===== src/rtl/uart_frame_scheduler_pkg.sv =====
// Shared types for the UART frame scheduler: FSM states, frame length and byte builder.
// UART_FRAME_CHECKSUM_EN appends an XOR checksum byte (ID ^ payload) to every frame.
package uart_frame_scheduler_pkg;

  typedef enum logic [1:0] {
    S_IDLE,
    S_ISSUE,
    S_WAIT_HI,
    S_WAIT_LO
  } state_e;

  localparam logic [7:0] SYNC_BYTE_DEF = 8'hA5;

`ifdef UART_FRAME_CHECKSUM_EN
  localparam int FRAME_LEN = 4;
`else
  localparam int FRAME_LEN = 3;
`endif

  typedef logic [1:0] byte_idx_t;

  localparam byte_idx_t LAST_IDX = byte_idx_t'(FRAME_LEN - 1);

  function automatic logic [7:0] frame_byte(
    input byte_idx_t  idx,
    input logic [7:0] sync,
    input logic [2:0] id,
    input logic [7:0] payload
  );
    logic [7:0] b;
    case (idx)
      2'd0:    b = sync;
      2'd1:    b = {5'b0, id};
`ifdef UART_FRAME_CHECKSUM_EN
      2'd3:    b = {5'b0, id} ^ payload;
`endif
      default: b = payload;
    endcase
    return b;
  endfunction

endpackage


===== src/rtl/uart_frame_scheduler_if.sv =====
// Requester and UART-side signals of the frame scheduler; master = scheduler, slave = environment.
// Requests are levels held until ack; the UART link is paced by tx_busy.
interface uart_frame_scheduler_if #(
  parameter int NUM_REQ = 4
);
  logic [NUM_REQ-1:0]      req;
  logic [NUM_REQ-1:0][7:0] req_data;
  logic [NUM_REQ-1:0]      ack;
  logic                    uart_data_rdy;
  logic [7:0]              uart_data;
  logic                    tx_busy;
  logic                    busy;
  logic [2:0]              active_id;

  modport master (
    input  req, req_data, tx_busy,
    output ack, uart_data_rdy, uart_data, busy, active_id
  );

  modport slave (
    output req, req_data, tx_busy,
    input  ack, uart_data_rdy, uart_data, busy, active_id
  );
endinterface


===== src/rtl/uart_frame_scheduler_rr_arbiter.sv =====
// Combinational round-robin pick: first set req at or after ptr, wrapping modulo NUM_REQ.
// Zero latency; grants nothing while en is low.
module uart_frame_scheduler_rr_arbiter #(
  parameter int NUM_REQ = 4
) (
  input  logic [NUM_REQ-1:0]         req,
  input  logic [$clog2(NUM_REQ)-1:0] ptr,
  input  logic                       en,
  output logic [NUM_REQ-1:0]         gnt,
  output logic [$clog2(NUM_REQ)-1:0] gnt_idx
);
  localparam int PW = $clog2(NUM_REQ);

  logic [PW:0]   sum;
  logic [PW-1:0] pos;
  logic          found;

  always_comb begin
    gnt     = '0;
    gnt_idx = '0;
    found   = 1'b0;
    sum     = '0;
    pos     = '0;
    for (int i = 0; i < NUM_REQ; i++) begin
      sum = {1'b0, ptr} + (PW+1)'(i);
      if (sum >= (PW+1)'(NUM_REQ)) begin
        sum = sum - (PW+1)'(NUM_REQ);
      end
      pos = sum[PW-1:0];
      if (en && !found && req[pos]) begin
        found    = 1'b1;
        gnt[pos] = 1'b1;
        gnt_idx  = pos;
      end
    end
  end

endmodule


===== src/rtl/uart_frame_scheduler.sv =====
// Round-robin shares one UART among NUM_REQ requesters, sending SYNC/ID/payload frames (+checksum under UART_FRAME_CHECKSUM_EN).
// Grant to first uart_data_rdy is 1 cycle; each byte waits for tx_busy high (or BUSY_TIMEOUT) then low.
module uart_frame_scheduler
  import uart_frame_scheduler_pkg::*;
#(
  parameter int         NUM_REQ      = 4,
  parameter logic [7:0] SYNC_BYTE    = SYNC_BYTE_DEF,
  parameter int         BUSY_TIMEOUT = 16
) (
  input logic                    clock,
  input logic                    reset,
  uart_frame_scheduler_if.master bus
);
  localparam int PW = $clog2(NUM_REQ);
  localparam int TW = $clog2(BUSY_TIMEOUT + 1);

  state_e             state_q, state_d;
  logic [PW-1:0]      ptr_q, ptr_d;
  byte_idx_t          idx_q, idx_d;
  logic [TW-1:0]      tmo_q, tmo_d;
  logic [7:0]         payload_q, payload_d;
  logic [NUM_REQ-1:0] ack_q, ack_d;
  logic               rdy_q, rdy_d;
  logic [7:0]         data_q, data_d;
  logic               busy_q, busy_d;
  logic [2:0]         id_q, id_d;

  logic [NUM_REQ-1:0] gnt;
  logic [PW-1:0]      gnt_idx;
  logic               arb_en;

  assign arb_en = (state_q == S_IDLE) && !bus.tx_busy;

  uart_frame_scheduler_rr_arbiter #(
    .NUM_REQ (NUM_REQ)
  ) u_rr_arbiter (
    .req     (bus.req),
    .ptr     (ptr_q),
    .en      (arb_en),
    .gnt     (gnt),
    .gnt_idx (gnt_idx)
  );

  always_comb begin
    state_d   = state_q;
    ptr_d     = ptr_q;
    idx_d     = idx_q;
    tmo_d     = tmo_q;
    payload_d = payload_q;
    ack_d     = '0;
    rdy_d     = 1'b0;
    data_d    = data_q;
    busy_d    = busy_q;
    id_d      = id_q;
    case (state_q)
      S_IDLE: begin
        if (|gnt) begin
          ack_d     = gnt;
          payload_d = bus.req_data[gnt_idx];
          busy_d    = 1'b1;
          id_d      = 3'(gnt_idx);
          ptr_d     = (gnt_idx == PW'(NUM_REQ - 1)) ? '0 : gnt_idx + 1'b1;
          idx_d     = '0;
          state_d   = S_ISSUE;
        end
      end
      S_ISSUE: begin
        data_d  = frame_byte(idx_q, SYNC_BYTE, id_q, payload_q);
        rdy_d   = 1'b1;
        tmo_d   = '0;
        state_d = S_WAIT_HI;
      end
      S_WAIT_HI: begin
        // A UART that never raises tx_busy must not wedge the scheduler.
        if (bus.tx_busy || (tmo_q == TW'(BUSY_TIMEOUT - 1))) begin
          state_d = S_WAIT_LO;
        end else begin
          tmo_d = tmo_q + 1'b1;
        end
      end
      S_WAIT_LO: begin
        if (!bus.tx_busy) begin
          if (idx_q == LAST_IDX) begin
            busy_d  = 1'b0;
            id_d    = '0;
            state_d = S_IDLE;
          end else begin
            idx_d   = idx_q + 1'b1;
            state_d = S_ISSUE;
          end
        end
      end
      default: state_d = S_IDLE;
    endcase
  end

  always_ff @(posedge clock) begin
    if (!reset) begin
      state_q   <= S_IDLE;
      ptr_q     <= '0;
      idx_q     <= '0;
      tmo_q     <= '0;
      payload_q <= '0;
      ack_q     <= '0;
      rdy_q     <= 1'b0;
      data_q    <= '0;
      busy_q    <= 1'b0;
      id_q      <= '0;
    end else begin
      state_q   <= state_d;
      ptr_q     <= ptr_d;
      idx_q     <= idx_d;
      tmo_q     <= tmo_d;
      payload_q <= payload_d;
      ack_q     <= ack_d;
      rdy_q     <= rdy_d;
      data_q    <= data_d;
      busy_q    <= busy_d;
      id_q      <= id_d;
    end
  end

  assign bus.ack           = ack_q;
  assign bus.uart_data_rdy = rdy_q;
  assign bus.uart_data     = data_q;
  assign bus.busy          = busy_q;
  assign bus.active_id     = id_q;

endmodule


===== src/flat_wrapper.sv =====
// flat-port wrapper written by rule: the top's interface ports become plain ports
module uart_frame_scheduler_flat import uart_frame_scheduler_pkg::*;
#(
  parameter int         NUM_REQ      = 4,
  parameter logic [7:0] SYNC_BYTE    = SYNC_BYTE_DEF,
  parameter int         BUSY_TIMEOUT = 16
)
  (clock, reset, bus_req, bus_req_data, bus_tx_busy, bus_ack, bus_uart_data_rdy, bus_uart_data, bus_busy, bus_active_id);
  uart_frame_scheduler_if #(.NUM_REQ(NUM_REQ)) bus_i ();
  input logic clock;
  input logic reset;
  input wire logic [$bits(bus_i.req)-1:0] bus_req;
  input wire logic [$bits(bus_i.req_data)-1:0] bus_req_data;
  input wire logic [$bits(bus_i.tx_busy)-1:0] bus_tx_busy;
  output wire logic [$bits(bus_i.ack)-1:0] bus_ack;
  output wire logic [$bits(bus_i.uart_data_rdy)-1:0] bus_uart_data_rdy;
  output wire logic [$bits(bus_i.uart_data)-1:0] bus_uart_data;
  output wire logic [$bits(bus_i.busy)-1:0] bus_busy;
  output wire logic [$bits(bus_i.active_id)-1:0] bus_active_id;
  assign bus_i.req = bus_req;
  assign bus_i.req_data = bus_req_data;
  assign bus_i.tx_busy = bus_tx_busy;
  assign bus_ack = bus_i.ack;
  assign bus_uart_data_rdy = bus_i.uart_data_rdy;
  assign bus_uart_data = bus_i.uart_data;
  assign bus_busy = bus_i.busy;
  assign bus_active_id = bus_i.active_id;
  uart_frame_scheduler #(.NUM_REQ(NUM_REQ), .SYNC_BYTE(SYNC_BYTE), .BUSY_TIMEOUT(BUSY_TIMEOUT)) u_core (.clock(clock), .reset(reset), .bus(bus_i));
endmodule

===== config.mk =====
export PLATFORM = sky130hd
export DESIGN_NAME = uart_frame_scheduler_flat
export DESIGN_NICKNAME = d
export VERILOG_FILES = /design/src/rtl/uart_frame_scheduler_pkg.sv /design/src/rtl/uart_frame_scheduler_if.sv /design/src/rtl/uart_frame_scheduler_rr_arbiter.sv /design/src/rtl/uart_frame_scheduler.sv /design/src/flat_wrapper.sv
export SDC_FILE = /design/constraint.sdc
export NUM_CORES = 1
export LEC_CHECK = 0
export CAP_MARGIN = 20
export CORE_MARGIN = 2
export CORE_UTILIZATION = 55
export CTS_CLUSTER_SIZE = 14
export DETAILED_ROUTE_END_ITERATION = 10
export GPL_ROUTABILITY_DRIVEN = 0
export PLACE_DENSITY = 0.94
export SLEW_MARGIN = 20
export SYNTH_ARGS = -nofsm -noshare
export SYNTH_HDL_FRONTEND = slang
export SYNTH_HIERARCHICAL = 1
export SYNTH_SLANG_ARGS = --single-unit

===== constraint.sdc =====
create_clock -name clock -period 5 [get_ports clock]
set_input_delay 0.75 -clock clock [delete_from_list [all_inputs] [get_ports clock]]
set_output_delay 0.75 -clock clock [all_outputs]
set_load 0.05 [all_outputs]

# ---- Word level (Yosys, flattened, before mapping)
# Index checks and enable logic that the tools add are counted.
dict set report classes {
  addsub 10
  order_cmp 13
  n_eq_ne 13
  muxes 55
  bitwise 3
  reduce_logical 28
}
# op n
set op_table {}
lappend op_table {{two-way mux 2 bit} 15}
lappend op_table {{binary-select mux 8 bit (select 2 bit)} 1}
lappend op_table {{two-way mux 1 bit} 16}
lappend op_table {{two-way mux 4 bit} 4}
lappend op_table {{one-hot mux 8 bit (2 select lines)} 1}
lappend op_table {{< comparator 2 x 3 -> 1 bit, second input constant} 5}
lappend op_table {{logical AND 1 bit} 12}
lappend op_table {{OR 4 bit} 3}
lappend op_table {{one-hot mux 5 bit (2 select lines)} 1}
lappend op_table {{greater-or-equal comparator 3 bit, second input constant} 3}
lappend op_table {{two-way mux 3 bit} 3}
lappend op_table {{binary-select mux 1 bit (select 2 bit)} 4}
lappend op_table {{demux 1 bit (select 2 bit)} 4}
lappend op_table {{== test 2 bit, second input constant} 4}
lappend op_table {{greater-or-equal comparator 2 x 1 -> 1 bit, second input constant} 4}
lappend op_table {{two-way mux 8 bit} 1}
lappend op_table {{!= test 2 bit, second input constant} 4}
lappend op_table {{one-hot mux 2 bit (4 select lines)} 1}
lappend op_table {{AND reduction 4 bit} 2}
lappend op_table {{subtractor 2 x 1 -> 2 bit, second input constant} 4}
lappend op_table {{adder 2 x 2 -> 3 bit, second input constant} 2}
lappend op_table {{one-hot mux 3 bit (2 select lines)} 1}
lappend op_table {{AND reduction 3 bit} 2}
lappend op_table {{adder 5 x 1 -> 5 bit, second input constant} 1}
lappend op_table {{other kinds (15)} 24}
dict set report totals {
  register_bits 36
  input_bits 39
  output_inout_bits 17
  wordCells 132
}

# ---- Logic depth before layout (Yosys ltp)
dict set report depth {
  depth_word 21
  mapped_depth 13
  ltp_nobuf 11
}

# ---- Modules after synthesis
# Netlist, hierarchy kept.
# module n_inst cells_per_inst area_each_um2 seq_area_each_um2
set by_module_without_submodules {}
lappend by_module_without_submodules {uart_frame_scheduler 1 185 1914.3 700.7}
lappend by_module_without_submodules {uart_frame_scheduler_rr_arbiter 1 63 531.8 0.0}

# ---- Worst setup path before layout
# No wires, ideal clock.
dict set report synth_timing {
  kind {flip-flop to flip-flop}
  from {register u_core.ptr_q[0]}
  to {register u_core.payload_q[0]}
  setup_time_ns 0.117
  t_arrival_ns 3.174
  required_ns 4.883
  path_slack_ns 1.709
  path_stages_with_launch 14
  n_path_buf 3
  synth_period_minus_slack_ns 3.291
  cell_sequence {dfxtp_1 -> buf_6 -> clkinv_1 -> ha_1 -> buf_2 -> or2_2 -> o211ai_1 -> o21ai_0 -> and3b_2 -> a221o_1 -> o41a_1 -> and2_4 -> buf_6 -> o2bb2ai_1}
}
dict set report synth_via {
  elab_chain_len 20
  word_cells_on_any_way 71
  classes_between {add/sub: 7; order compare: 12; mux: 33; bitwise: 3; reduce/logical: 16}
}
# item line
set synth_lines {}
lappend synth_lines {{start, declared} uart_frame_scheduler.sv:18} ;# logic [PW-1:0] ptr_q, ptr_d;
lappend synth_lines {{start signal, assigned} uart_frame_scheduler.sv:111} ;# ptr_q <= ptr_d;
lappend synth_lines {{parallel branches: the longest is 17 deep, another holds adder 2 x 1 -> 3 bit} n/a}
lappend synth_lines {{two-way mux 4 bit (*)} uart_frame_scheduler_rr_arbiter.sv:30} ;# if (en && !found && req[pos]) begin
lappend synth_lines {{named net u_core.gnt[1]} uart_frame_scheduler.sv:28} ;# logic [NUM_REQ-1:0] gnt;
lappend synth_lines {{OR reduction 4 bit (*)} uart_frame_scheduler.sv:57} ;# if (|gnt) begin
lappend synth_lines {{AND reduction 2 bit (no source line) (*)} n/a}
lappend synth_lines {{end signal, assigned} uart_frame_scheduler.sv:114} ;# payload_q <= payload_d;
lappend synth_lines {{end, declared} uart_frame_scheduler.sv:21} ;# logic [7:0] payload_q, payload_d;
# Mark *: on every way through the listed nets, which the timed path passes. The select of a mux whose other input is x is not followed.
# A chain may end at the register's enable or synchronous reset.

# ---- Worst setup path after layout
dict set report layout_timing {
  from {register u_core.ptr_q[0]}
  to {register u_core.payload_q[1]}
}
# The elaborated chain is that of the path after synthesis.

==> results.sh <==
export IMPL_route_met3_wl_um=204
export IMPL_tightest_slew_ns=0.900
export IMPL_cp_end_kind="flip-flop"
export IMPL_r2r_end="u_core/payload_q[1]"
export IMPL_viasPerCell=6.02
export IMPL_hold_ws_ns=0.474
export IMPL_ios=56
export IMPL_insertion_delay_ns=0.29
export IMPL_clock_fmax_mhz=249
export IMPL_synth_cell_types=57
export IMPL_grt_pass1_wl_mm=9.29
export IMPL_critical_path_required_ns=5.15
export IMPL_finalMaxSlewViolations=0
export IMPL_hold_violations=0
export IMPL_place_area_um2=2930
export IMPL_irDropWorstVdd_mv=0.309
export IMPL_drc=0
export IMPL_dr_max_layer_used="met4"
export IMPL_power_per_cell_area_nw_per_um2=474
export IMPL_syn_nets=306
export IMPL_critical_path_max_fanout=15
export IMPL_antenna_found_initial=0
export IMPL_synth_area_um2=2450
export IMPL_hp_class="flip-flop to flip-flop"
export IMPL_grt_setup_unrepaired="false"
export IMPL_dieArea_um2=5000
export IMPL_drt_pass1_iter_count=4
export IMPL_ant_nets=0
export IMPL_cts_root_buf="clkbuf_8"
export IMPL_fin_crit_sh=0.804
export IMPL_drive_above_1_share=0.105
export IMPL_synth_avg_cell_area_um2=9.86
export IMPL_cp_start_kind="flip-flop"
export IMPL_yosys_warnings=6
export IMPL_synth_area_top_cells="dfxtp_1, ha_1, mux4_2, mux4_1, mux2i_1"
export IMPL_final_core_util=0.703
export IMPL_synth_enable_flop_cells=0
export IMPL_design_area_um2=3040
export IMPL_p_total_mw=1.44
export IMPL_antennaDiodeCount=0
export IMPL_skew_ns=0.00501
export IMPL_initial_core_util=0.566
export IMPL_overflow=0
export IMPL_numCtsBuffers=5
export IMPL_crit_chain="clkinv_1 -> ha_1 -> or2_2 -> o211ai_1 -> o21ai_0 -> and3b_2 -> a221o_1 -> o41a_1 -> and2_4 -> o2bb2ai_1"
export IMPL_synthCells=248
export IMPL_die_height_um=70.7
export IMPL_synth_ff_type="dfxtp_1"
export IMPL_path_class="flip-flop to flip-flop"
export IMPL_cts_hold_fix_buffers=0
export IMPL_tns_ns=0
export IMPL_async_flop_share=0
export IMPL_setup_viol=0
export IMPL_dp_final_hpwl_mm=4.21
export IMPL_reg2reg_depth=10
export IMPL_drtIter0Drc=122
export IMPL_ys_seq_area_frac=0.286
export IMPL_post_cts_buffers=0
export IMPL_min_path_cells=2
export IMPL_reg2reg_slack_ns=0.98
export IMPL_cts_sinks=35
export IMPL_max_cap_violations=0
export IMPL_grt_pass1_vias=2061
export IMPL_switching_share=0.421
export IMPL_power_clock_fraction=0.177
export IMPL_grtUsageTotal=0.231
export IMPL_synth_top_area_frac=0.286
export IMPL_htree_levels=2
export IMPL_met1_length_mm=2.29
export IMPL_cts_clk_slew_worst_paths_ns=0.07
export IMPL_numPortBuffers=54
export IMPL_areaGrowthSynthToFinish_pct=24.3
export IMPL_period_needed_ns=4.02
export IMPL_nFillCells=337
export IMPL_power_frac_seq=0.285
export IMPL_reg2reg_from="u_core/ptr_q[0]"
export IMPL_dr_wl_met2_mm=3.06
export IMPL_pwr_share_comb=0.539
export IMPL_wire_per_inst_um=16.3
export IMPL_vias=2090
export IMPL_p_switching_mw=0.607
export IMPL_clockBufferDepth=2
export IMPL_core_area_um2=4320
export IMPL_slew_headroom=0.400
export IMPL_critical_path_max_stage_delay_ns=0.67
export IMPL_post_cts_resized=0
export IMPL_grt_max_degree=25
export IMPL_hold_start="u_core/payload_q[3]"
export IMPL_p_int_mw=0.834
export IMPL_cp_slowest_cell="o41a_1"
export IMPL_worstPathArrival_ns=4.17
export IMPL_rows=24
export IMPL_nets=352
export IMPL_status="complete, no violations"
export IMPL_ys_ff_latch=35
export IMPL_yosys_area_top_type="dfxtp_1"
export IMPL_hold_path_end="u_core/payload_q[3]"
export IMPL_die_x_um=70.7
export IMPL_cts_tree="done"
export IMPL_leakage_nw=1.08
export IMPL_wl_mm=5.67
## flip-flops by register name, summed over array words and instances, names as in the netlist
| register | count |
|---|---|
| u_core/tmo_q | 5 |
| u_core/bus.active_id | 2 |
| u_core/bus.busy | 1 |
| u_core/bus.uart_data | 8 |
| u_core/idx_q | 2 |
| u_core/state_q | 2 |
| u_core/ptr_q | 2 |
| u_core/payload_q | 8 |
| u_core/bus.uart_data_rdy | 1 |
| u_core/bus.ack | 4 |
## how the worst max path moves through the flow
stage / from / endpoint / slack [ns] / cells past startpoint
finish: u_core/ptr_q[0] / u_core/payload_q[1] / 0.98 / 10
global route: u_core/ptr_q[0] / u_core/payload_q[1] / 0.73 / 10
CTS: u_core/ptr_q[0] / u_core/payload_q[1] / 1.01 / 10
detailed placement: u_core/ptr_q[0] / u_core/payload_q[1] / 0.99 / 10
global placement: u_core/ptr_q[0] / u_core/payload_q[2] / 1.19 / 10
floorplan: u_core/ptr_q[0] / u_core/payload_q[0] / 1.71 / 13
## layout make-up
| class | count | area (um2) | share of cell area |
|---|---|---|---|
| clock buffer | 5 | 68.8 | 0.0226 |
| inverter | 10 | 37.5 | 0.0123 |
| multi-input combinational | 187 | 1580 | 0.519 |
| timing repair buffer | 55 | 548 | 0.180 |
| tap | 52 | 65.1 | 0.0214 |
| sequential | 35 | 701 | 0.230 |
| clock inverter | 3 | 43.8 | 0.0144 |
## Yosys cell counts, types with 4 or more instances
cell       count
nand3_1       11
o2bb2ai_1      7
o21ai_0        9
buf_6          6
nand2_1       19
a221o_1        5
a21oi_1       14
nor2_1        10
a21boi_1       4
clkbuf_1       5
o211ai_1       7
mux2i_1        8
ha_1          19
nand2b_1       9
nor2b_1        5
mux4_1         4
mux4_2         6
inv_1          8
dfxtp_1       35
and3_1         4
## metal layers
layer / vias to the layer above / global-route usage
li1: 1029 / -
met1: 991 / 0.270
met2: 57 / 0.417
met3: 13 / 0.0456
met4: 0 / 0.0818
met5: - / 0
## power groups by stage
| stage | registers (mW) | clock network [mW] | logic [mW] |
|---|---|---|---|
| 2_1_floorplan | 0.487 | 0 | 0.540 |
| 3_3_place_gp | 0.410 | 0 | 0.743 |
| 3_5_place_dp | 0.416 | 0 | 0.766 |
| 4_1_cts | 0.409 | 0.260 | 0.772 |
| 5_1_grt | 0.419 | 0.270 | 0.838 |
| 6_report | 0.410 | 0.255 | 0.777 |
## placed cells by master, fill, tap and decap left out, drive strengths merged, types with 2 or more instances in the layout
cell type	n
clkbuf	5
a31oi	2
nor3b	2
and2	3
clkinv	4
mux4	10
a21boi	5
or3b	3
a22oi	2
nand2	19
mux2i	8
a21oi	14
nor2	10
nand3b	3
o2bb2ai	10
o211ai	7
a221o	5
dfxtp	35
nand3	11
and3	5
a211o	2
nor2b	5
mux2	3
ha	19
clkdlybuf4s50	54
o21ai	9
a211oi	3
nand2b	9
o41ai	3
inv	8
## worst max-delay path, delay by kind of cell, from the launching register on
kind                     cells  cell delay, ns
AO/OA/AOI/OAI                5            1.39
AND/OR/NAND/NOR              3            0.91
flip-flops                   1            0.66
adder cells (fa/ha/maj)      1            0.50
buffers and inverters        1            0.43
## through the flow
step	setup slack, ns	std cells
after floorplan	1.71	248
final	0.979	347
after global routing	0.733	347
after global placement	1.19	339
after detailed placement	0.994	339
after CTS	1.01	347
## kinds of logic (layout without fill, tap and decap cells)
| kind of cell | after synthesis | after routing | share of synthesized area |
|---|---|---|---|
| AO/OA/AOI/OAI | 70 | 70 | 0.218 |
| flip-flops | 35 | 35 | 0.286 |
| AND/OR/NAND/NOR | 76 | 76 | 0.181 |
| other | 1 | 1 | 0.00153 |
| adder cells (fa/ha/maj) | 19 | 19 | 0.0972 |
| buffers and inverters | 26 | 73 | 0.0691 |
| multiplexers | 21 | 21 | 0.146 |
No activity file was read; power rests on OpenSTA's default activity.
